**config.mk**
```make
export PLATFORM = sky130hd
export DESIGN_NAME = keypad_decoder
export DESIGN_NICKNAME = d
export VERILOG_FILES = /design/src/rtl/keypad_pkg.sv /design/src/rtl/keypad_frame_acc.sv /design/src/rtl/keypad_decoder.sv
export SDC_FILE = /design/constraint.sdc
export NUM_CORES = 1
export LEC_CHECK = 0
export ABC_CLOCK_PERIOD_IN_PS = 3200
export BUFFER_PORTS_ARGS = -buffer_cell sky130_fd_sc_hd__buf_2
export CAP_MARGIN = 20
export CORE_MARGIN = 2
export CORE_UTILIZATION = 40
export DETAILED_ROUTE_END_ITERATION = 16
export HOLD_SLACK_MARGIN = 0.06
export SKIP_CTS_REPAIR_TIMING = 1
export SYNTH_ARGS = -nofsm -noshare
export SYNTH_HDL_FRONTEND = slang
export SYNTH_SLANG_ARGS = --single-unit
```
**constraint.sdc**
```tcl
create_clock -name clk -period 3.2 [get_ports clk]
set_input_delay 0.16 -clock clk [delete_from_list [all_inputs] [get_ports clk]]
set_output_delay 0.16 -clock clk [all_outputs]
set_load 0.03 [all_outputs]
```
**src/rtl/keypad_pkg.sv**
```systemverilog
// keypad_pkg
//   Shared types and helpers for the 4x4 keypad decoder:
//   - state_t  : debounce FSM states
//   - result_t : per-frame classification (no key / one key / several keys)
//   - KEY_*    : key code constants
//   - key_map  : (row, col) -> key code lookup
package keypad_pkg;

  typedef enum logic [1:0] {
    ST_IDLE,
    ST_DEBOUNCE,
    ST_ACCEPT,
    ST_PRESSED
  } state_t;

  typedef enum logic [1:0] {
    RES_NONE,
    RES_SINGLE,
    RES_MULTI
  } result_t;

  localparam logic [3:0] KEY_0    = 4'h0;
  localparam logic [3:0] KEY_1    = 4'h1;
  localparam logic [3:0] KEY_2    = 4'h2;
  localparam logic [3:0] KEY_3    = 4'h3;
  localparam logic [3:0] KEY_4    = 4'h4;
  localparam logic [3:0] KEY_5    = 4'h5;
  localparam logic [3:0] KEY_6    = 4'h6;
  localparam logic [3:0] KEY_7    = 4'h7;
  localparam logic [3:0] KEY_8    = 4'h8;
  localparam logic [3:0] KEY_9    = 4'h9;
  localparam logic [3:0] KEY_A    = 4'hA;
  localparam logic [3:0] KEY_B    = 4'hB;
  localparam logic [3:0] KEY_C    = 4'hC;
  localparam logic [3:0] KEY_D    = 4'hD;
  localparam logic [3:0] KEY_STAR = 4'hE;
  localparam logic [3:0] KEY_HASH = 4'hF;

  // Physical layout, row 0 at the top, column 0 at the left:
  //   1 2 3 A / 4 5 6 B / 7 8 9 C / * 0 # D
  function automatic logic [3:0] key_map(input logic [1:0] row, input logic [1:0] col);
    logic [3:0] code;
    case ({row, col})
      4'b00_00: code = KEY_1;
      4'b00_01: code = KEY_2;
      4'b00_10: code = KEY_3;
      4'b00_11: code = KEY_A;
      4'b01_00: code = KEY_4;
      4'b01_01: code = KEY_5;
      4'b01_10: code = KEY_6;
      4'b01_11: code = KEY_B;
      4'b10_00: code = KEY_7;
      4'b10_01: code = KEY_8;
      4'b10_10: code = KEY_9;
      4'b10_11: code = KEY_C;
      4'b11_00: code = KEY_STAR;
      4'b11_01: code = KEY_0;
      4'b11_10: code = KEY_HASH;
      default:  code = KEY_D;
    endcase
    return code;
  endfunction

endpackage

```
**src/rtl/keypad_frame_acc.sv**
```systemverilog
// keypad_frame_acc
//   Collects the four per-column row samples of one keypad scan into a frame.
//   Ports:
//     i_clk, i_rst           clock, asynchronous active-high reset
//     i_col[3:0]             one-hot active column (bit i = column i)
//     i_sample[3:0]          row bits for the active column (1 = pressed)
//     i_col_strobe           col/sample valid this cycle
//     o_frame_done           1-cycle pulse after the strobe on column 0
//     o_frame_bad            frame saw a non-one-hot column strobe
//     o_result               NONE / SINGLE / MULTI for the completed frame
//     o_row_idx, o_col_idx   position of the recorded hit
module keypad_frame_acc
  import keypad_pkg::*;
(
  input  logic       i_clk,
  input  logic       i_rst,
  input  logic [3:0] i_col,
  input  logic [3:0] i_sample,
  input  logic       i_col_strobe,
  output logic       o_frame_done,
  output logic       o_frame_bad,
  output result_t    o_result,
  output logic [1:0] o_row_idx,
  output logic [1:0] o_col_idx
);

  logic [1:0] r_hits;
  logic [1:0] r_row;
  logic [1:0] r_col;
  logic       r_bad;

  logic       w_onehot;
  logic       w_end;
  logic [2:0] w_pop;
  logic [2:0] w_sum;
  logic [1:0] w_hits_next;
  logic [1:0] w_row_hit;
  logic [1:0] w_col_enc;
  logic [1:0] w_row_next;
  logic [1:0] w_col_next;
  result_t    w_result;

  assign w_onehot = (i_col != 4'b0000) && ((i_col & (i_col - 4'd1)) == 4'b0000);
  assign w_end    = (i_col == 4'b0001);
  assign w_pop    = {2'b00, i_sample[0]} + {2'b00, i_sample[1]}
                  + {2'b00, i_sample[2]} + {2'b00, i_sample[3]};
  assign w_sum    = {1'b0, r_hits} + w_pop;

  always_comb begin
    w_row_hit = 2'd0;
    if (i_sample[0])      w_row_hit = 2'd0;
    else if (i_sample[1]) w_row_hit = 2'd1;
    else if (i_sample[2]) w_row_hit = 2'd2;
    else if (i_sample[3]) w_row_hit = 2'd3;

    w_col_enc = 2'd0;
    case (i_col)
      4'b0010: w_col_enc = 2'd1;
      4'b0100: w_col_enc = 2'd2;
      4'b1000: w_col_enc = 2'd3;
      default: w_col_enc = 2'd0;
    endcase

    // A malformed column strobe contributes nothing but poisons the frame.
    w_hits_next = r_hits;
    w_row_next  = r_row;
    w_col_next  = r_col;
    if (w_onehot) begin
      w_hits_next = (w_sum >= 3'd2) ? 2'd2 : w_sum[1:0];
      if (w_pop != 3'd0) begin
        w_row_next = w_row_hit;
        w_col_next = w_col_enc;
      end
    end

    case (w_hits_next)
      2'd0:    w_result = RES_NONE;
      2'd1:    w_result = RES_SINGLE;
      default: w_result = RES_MULTI;
    endcase
  end

  always_ff @(posedge i_clk or posedge i_rst) begin
    if (i_rst) begin
      r_hits       <= 2'd0;
      r_row        <= 2'd0;
      r_col        <= 2'd0;
      r_bad        <= 1'b0;
      o_frame_done <= 1'b0;
      o_frame_bad  <= 1'b0;
      o_result     <= RES_NONE;
      o_row_idx    <= 2'd0;
      o_col_idx    <= 2'd0;
    end else begin
      o_frame_done <= 1'b0;
      if (i_col_strobe) begin
        if (w_end) begin
          // Publish the finished frame and clear the accumulator in the same
          // edge, so a strobe in the following cycle starts the next frame.
          o_frame_done <= 1'b1;
          o_frame_bad  <= r_bad;
          o_result     <= w_result;
          o_row_idx    <= w_row_next;
          o_col_idx    <= w_col_next;
          r_hits       <= 2'd0;
          r_row        <= 2'd0;
          r_col        <= 2'd0;
          r_bad        <= 1'b0;
        end else begin
          r_hits <= w_hits_next;
          r_row  <= w_row_next;
          r_col  <= w_col_next;
          r_bad  <= r_bad | ~w_onehot;
        end
      end
    end
  end

endmodule

```
**src/rtl/keypad_decoder.sv**
```systemverilog
// keypad_decoder
//   Debounces complete keypad frames and reports accepted key presses.
//   Ports:
//     clk, reset      clock, asynchronous active-high reset
//     col[3:0]        one-hot active column, scan order 1000,0100,0010,0001
//     sample[3:0]     row bits for the active column (1 = pressed)
//     col_strobe      col/sample valid this cycle
//     key_code[3:0]   code of the last accepted key (kept across release)
//     key_valid       1-cycle pulse when a new key is accepted
//     key_held        1 while the accepted key is still down
//     multi_key       last good frame contained two or more pressed keys
module keypad_decoder
  import keypad_pkg::*;
#(
  parameter int unsigned STABLE_SCANS  = 3,
  parameter int unsigned RELEASE_SCANS = 2
) (
  input  logic       clk,
  input  logic       reset,
  input  logic [3:0] col,
  input  logic [3:0] sample,
  input  logic       col_strobe,
  output logic [3:0] key_code,
  output logic       key_valid,
  output logic       key_held,
  output logic       multi_key
);

  localparam int unsigned CNT_W  = $clog2(STABLE_SCANS + 1);
  localparam int unsigned RCNT_W = $clog2(RELEASE_SCANS + 1);
  localparam logic [CNT_W-1:0]  STABLE_MAX  = CNT_W'(STABLE_SCANS);
  localparam logic [RCNT_W-1:0] RELEASE_MAX = RCNT_W'(RELEASE_SCANS);

  logic       w_frame_done;
  logic       w_frame_bad;
  result_t    w_result;
  logic [1:0] w_row_idx;
  logic [1:0] w_col_idx;
  logic       w_good;
  logic [3:0] w_key;

  state_t            r_state;
  logic [3:0]        r_cand;
  logic [CNT_W-1:0]  r_cnt;
  logic [RCNT_W-1:0] r_rcnt;
  logic [CNT_W-1:0]  w_cnt_inc;
  logic [RCNT_W-1:0] w_rcnt_inc;

  keypad_frame_acc u_frame_acc (
    .i_clk        (clk),
    .i_rst        (reset),
    .i_col        (col),
    .i_sample     (sample),
    .i_col_strobe (col_strobe),
    .o_frame_done (w_frame_done),
    .o_frame_bad  (w_frame_bad),
    .o_result     (w_result),
    .o_row_idx    (w_row_idx),
    .o_col_idx    (w_col_idx)
  );

  assign w_good     = w_frame_done & ~w_frame_bad;
  assign w_key      = key_map(w_row_idx, w_col_idx);
  // Saturating increments: the counters can never wrap back to zero.
  assign w_cnt_inc  = (r_cnt  == STABLE_MAX)  ? r_cnt  : r_cnt  + CNT_W'(1);
  assign w_rcnt_inc = (r_rcnt == RELEASE_MAX) ? r_rcnt : r_rcnt + RCNT_W'(1);

  // The accept outputs are registered on the edge that enters ST_ACCEPT, so
  // key_valid appears two cycles after the strobe that closed the frame.
  // ST_ACCEPT itself only lasts one cycle, which bounds key_valid to a pulse.
  always_ff @(posedge clk or posedge reset) begin
    if (reset) begin
      r_state   <= ST_IDLE;
      r_cand    <= 4'h0;
      r_cnt     <= '0;
      r_rcnt    <= '0;
      key_code  <= 4'h0;
      key_valid <= 1'b0;
      key_held  <= 1'b0;
      multi_key <= 1'b0;
    end else begin
      key_valid <= 1'b0;
      if (w_good) multi_key <= (w_result == RES_MULTI);

      case (r_state)
        ST_IDLE: begin
          if (w_good && w_result == RES_SINGLE) begin
            r_cand <= w_key;
            r_cnt  <= CNT_W'(1);
            if (STABLE_SCANS == 1) begin
              r_state   <= ST_ACCEPT;
              key_code  <= w_key;
              key_valid <= 1'b1;
              key_held  <= 1'b1;
              r_rcnt    <= '0;
            end else begin
              r_state <= ST_DEBOUNCE;
            end
          end
        end

        ST_DEBOUNCE: begin
          if (w_good) begin
            if (w_result == RES_SINGLE && w_key == r_cand) begin
              r_cnt <= w_cnt_inc;
              if (w_cnt_inc == STABLE_MAX) begin
                r_state   <= ST_ACCEPT;
                key_code  <= r_cand;
                key_valid <= 1'b1;
                key_held  <= 1'b1;
                r_rcnt    <= '0;
              end
            end else if (w_result == RES_SINGLE) begin
              r_cand <= w_key;
              r_cnt  <= CNT_W'(1);
            end else begin
              r_state <= ST_IDLE;
              r_cnt   <= '0;
            end
          end
        end

        ST_ACCEPT: begin
          r_state <= ST_PRESSED;
          r_rcnt  <= '0;
        end

        ST_PRESSED: begin
          // Any key activity, even a different key, restarts the release
          // count; a new key is only accepted after a full release.
          if (w_good) begin
            if (w_result == RES_NONE) begin
              if (w_rcnt_inc == RELEASE_MAX) begin
                r_state  <= ST_IDLE;
                key_held <= 1'b0;
                r_rcnt   <= '0;
                r_cnt    <= '0;
              end else begin
                r_rcnt <= w_rcnt_inc;
              end
            end else begin
              r_rcnt <= '0;
            end
          end
        end

        default: r_state <= ST_IDLE;
      endcase
    end
  end

endmodule

```
==> results.yml <==
placement:
  placement.cell_area_mm2: 0.00213
  place_congestion: 0.853
  place_hpwl_um: 2740
  number_of_buffers_added_on_ports: 17
power:
  power.total_mw: 1.26
  powerDensity_mw_per_mm2: 567
  switching_power_uw: 426
  vdd_drop_max_mv: 0.248
  share_comb_of_total_power: 0.313
  sequentialPowerShare: 0.440
  clockPowerShare: 0.247
  power_switching_share: 0.338
  cell_internal_pwr_uw: 835
  leakage_nw: 1.07
yosys:
  synth_edf_count: 0
  synthAdderAreaFrac: 0.0762
  synth_sequential_area_ratio: 0.400
  yosys-mux-area-fraction: 0.110
  synth-compound-area-share: 0.127
  largest_family_of_logic_cells_by_synthesized_area: "simple AND/OR/NAND/NOR gates"
  yosysWarnings: 0
  synthArstFlopShare: 1.00
  syn_avg_cell_area_um2: 9.45
  ys_ff_latch: 32
  yosys.area_share.xor_xnor: 0.0219
  synth_area_mm2: 0.00200
  syn_nets: 234
  synth_cells: 212
  ys_types: 45
  synth_simple_gate_area_frac: 0.200
  synth_ff_type: "sky130_fd_sc_hd__dfrtp_1"
cells_and_area:
  synthToLayoutAreaGrowth_pct: 10.9
  antenna_cells_inserted: 0
  final_cell_mix: "sky130_fd_sc_hd__dfrtp_1 (32), sky130_fd_sc_hd__nand2_1 (25), sky130_fd_sc_hd__inv_1 (19), sky130_fd_sc_hd__nor2_1 (17), sky130_fd_sc_hd__buf_2 (17)"
  post_route_cells_drive_above_1_share: 0.182
  final_nets: 252
  layout.cells.most_common: "sky130_fd_sc_hd__dfrtp_1"
  final_non_filler_cell_area_mm2: 0.00222
global_route:
  sum_of_overflow_across_all_layers_after_global_routing: 0
  grt_overall_usage: 0.149
  antenna_found_initial: 0
  first_global_vias: 1396
  grt_start_max_net_pins: 25
  grt_pass1_wl_um: 6240
clock_network:
  cts_root_buf: "sky130_fd_sc_hd__clkbuf_8"
  cts.clk_slew.worst_paths_ns: 0.06
  cts_tree: "built"
  ctsLongestPathBuffers: 2
  source_to_sink_clock_delay_at_the_later_pin_of_the_worst_skew_pair_ns: 0.28
  clock_sink_count: 32
  tritoncts.num_buffers: 5
  cts.htree.levels: 2
sta:
  setup_viol: 0
  worstMarginPinSlew_ns: 0.914
  fin_setup_tns_ns: 0
  slew_violations: 0
  finalCriticalPeriod_ns: 2.47
  final.hold.worst_slack_ns: 0.0734
  rsz0062_at_grt: "false"
  maxSlewHeadroom: 0.390
  final_hold_viol_count: 0
  period_share: 0.773
  skew_ns: 0.00280
  timing.fmax_mhz: 404
critical_path:
  timing_startpoint_of_the_critical_path: "u_frame_acc.o_col_idx[0]"
  worst_ep_required_time_ns: 3.37
  crit-reg2reg-launch: "u_frame_acc.o_col_idx[0]"
  setup.worst_path.class: "reg2reg"
  r2r-end: "key_code[2]"
  critical_path_peak_fanout: 7
  setup.worst_path.start_class: "register"
  reg2reg_setup_slack_ns: 0.73
  cp-end-kind: "register"
  crit_end: "key_code[2]"
  cp_data_arrival_time_ns: 2.64
  worstRegToRegCells: 8
drt:
  post-route-drc-count: 0
  dr.first_iter.drc_count: 100
  routed_length_per_instance_um: 11.9
  wl_um: 3530
  detail-route-antenna-nets: 0
  detail_route.vias_per_cell: 4.89
  detail_route.first_pass.iterations: 4
  routed-via-count: 1457
hold_path:
  min_path_type: "in2async"
run_status:
  run_status: "finished, final reports clean"
job:
  maxCapViolCount: 0
floorplan:
  placeableCoreArea_mm2: 0.00479
  boundaryPins: 18
  starting_density_of_the_core: 0.419
  floorplan.die.height_um: 74.8
  die_w_um: 74.8
  placement_rows: 25
  fp.dieArea_mm2: 0.00559
==> layout make-up <==
type | count | area [µm²]
fillers | 450 | 2560
inverters | 20 | 75.1
multi-input cells | 152 | 1070
flip-flops and latches | 32 | 801
well taps | 67 | 83.8
clock buffers | 8 | 90.1
repair buffers | 19 | 100
==> registers in the layout (all words and copies together), names as in the netlist, named ones only <==
signal,flops
u_frame_acc.o_frame_done,1
u_frame_acc.o_row_idx,2
u_frame_acc.o_result,2
multi_key,1
key_code,4
key_valid,1
u_frame_acc.r_col,2
u_frame_acc.r_bad,1
r_cnt,2
r_cand,4
u_frame_acc.o_frame_bad,1
r_rcnt,2
r_state,1
u_frame_acc.r_row,2
key_held,1
u_frame_acc.o_col_idx,2
u_frame_acc.r_hits,2
==> kinds of logic (layout without fill, tap and decap cells) <==
kind of cell | after synthesis | in the layout
AO/OA/AOI/OAI | 42 | 42
buffers and inverters | 28 | 47
adder cells (fa/ha/maj) | 11 | 11
XOR/XNOR | 5 | 5
flip-flops | 32 | 32
multiplexers | 18 | 18
AND/OR/NAND/NOR | 76 | 76
==> worst max-delay path, stage by stage (launching register included) <==
cell                       delay [ns]
sky130_fd_sc_hd__dfrtp_1         0.46
sky130_fd_sc_hd__inv_1           0.11
sky130_fd_sc_hd__ha_1            0.32
sky130_fd_sc_hd__or4b_2          0.61
sky130_fd_sc_hd__o221ai_1        0.12
sky130_fd_sc_hd__nor4b_2         0.09
sky130_fd_sc_hd__nand3_2         0.14
sky130_fd_sc_hd__nand2b_4        0.20
sky130_fd_sc_hd__mux2_4          0.30
==> routing by layer <==
metal,global-route usage,vias to the layer above,share of wire
met5,0,-,0
met4,0.0754,0,0.021
met3,0.0321,7,0.035
met2,0.242,29,0.46
met1,0.187,658,0.49
li1,-,763,-
==> cells in the mapped netlist (4+ instances only) <==
cell,count,area (µm²)
sky130_fd_sc_hd__dfrtp_1,32,801
sky130_fd_sc_hd__a21oi_1,9,45.0
sky130_fd_sc_hd__nand2_1,25,93.8
sky130_fd_sc_hd__nand2b_1,10,62.6
sky130_fd_sc_hd__mux2i_1,7,70.1
sky130_fd_sc_hd__mux2_4,4,60.1
sky130_fd_sc_hd__inv_1,19,71.3
sky130_fd_sc_hd__mux2_2,6,67.6
sky130_fd_sc_hd__a31oi_1,5,31.3
sky130_fd_sc_hd__nor2_1,17,63.8
sky130_fd_sc_hd__o21ai_0,16,80.1
sky130_fd_sc_hd__ha_1,9,113
==> per-stage QoR <==
step	utilization	std cells	setup slack (ns)
finish	0.464	298	0.727
global route	0.464	298	0.602
CTS	0.464	298	0.722
detailed placement	0.445	290	0.639
global placement	0.445	290	0.667
floorplan	-	212	0.835
==> how the worst min path moves through the flow <==
stage / startpoint / endpoint / slack (ns) / cells after the start
after global routing: reset / key_code[0] / 0.16 / 2
after CTS: reset / key_valid / 0.10 / 2
after floorplan: col_strobe / u_frame_acc.r_col[1] / 0.27 / 1
after global placement: reset / key_code[0] / 0.41 / 2
after detailed placement: reset / key_code[0] / 0.41 / 2
final: reset / key_code[0] / 0.07 / 2
==> power by group through the flow <==
stage | Combinational [mW] | Clock, mW | Sequential, mW
finish | 0.395 | 0.311 | 0.554
global route | 0.457 | 0.341 | 0.566
CTS | 0.401 | 0.320 | 0.555
detailed placement | 0.399 | 0 | 0.562
global placement | 0.395 | 0 | 0.560
floorplan | 0.347 | 0 | 0.535
Power figures use the tool's default switching activity.
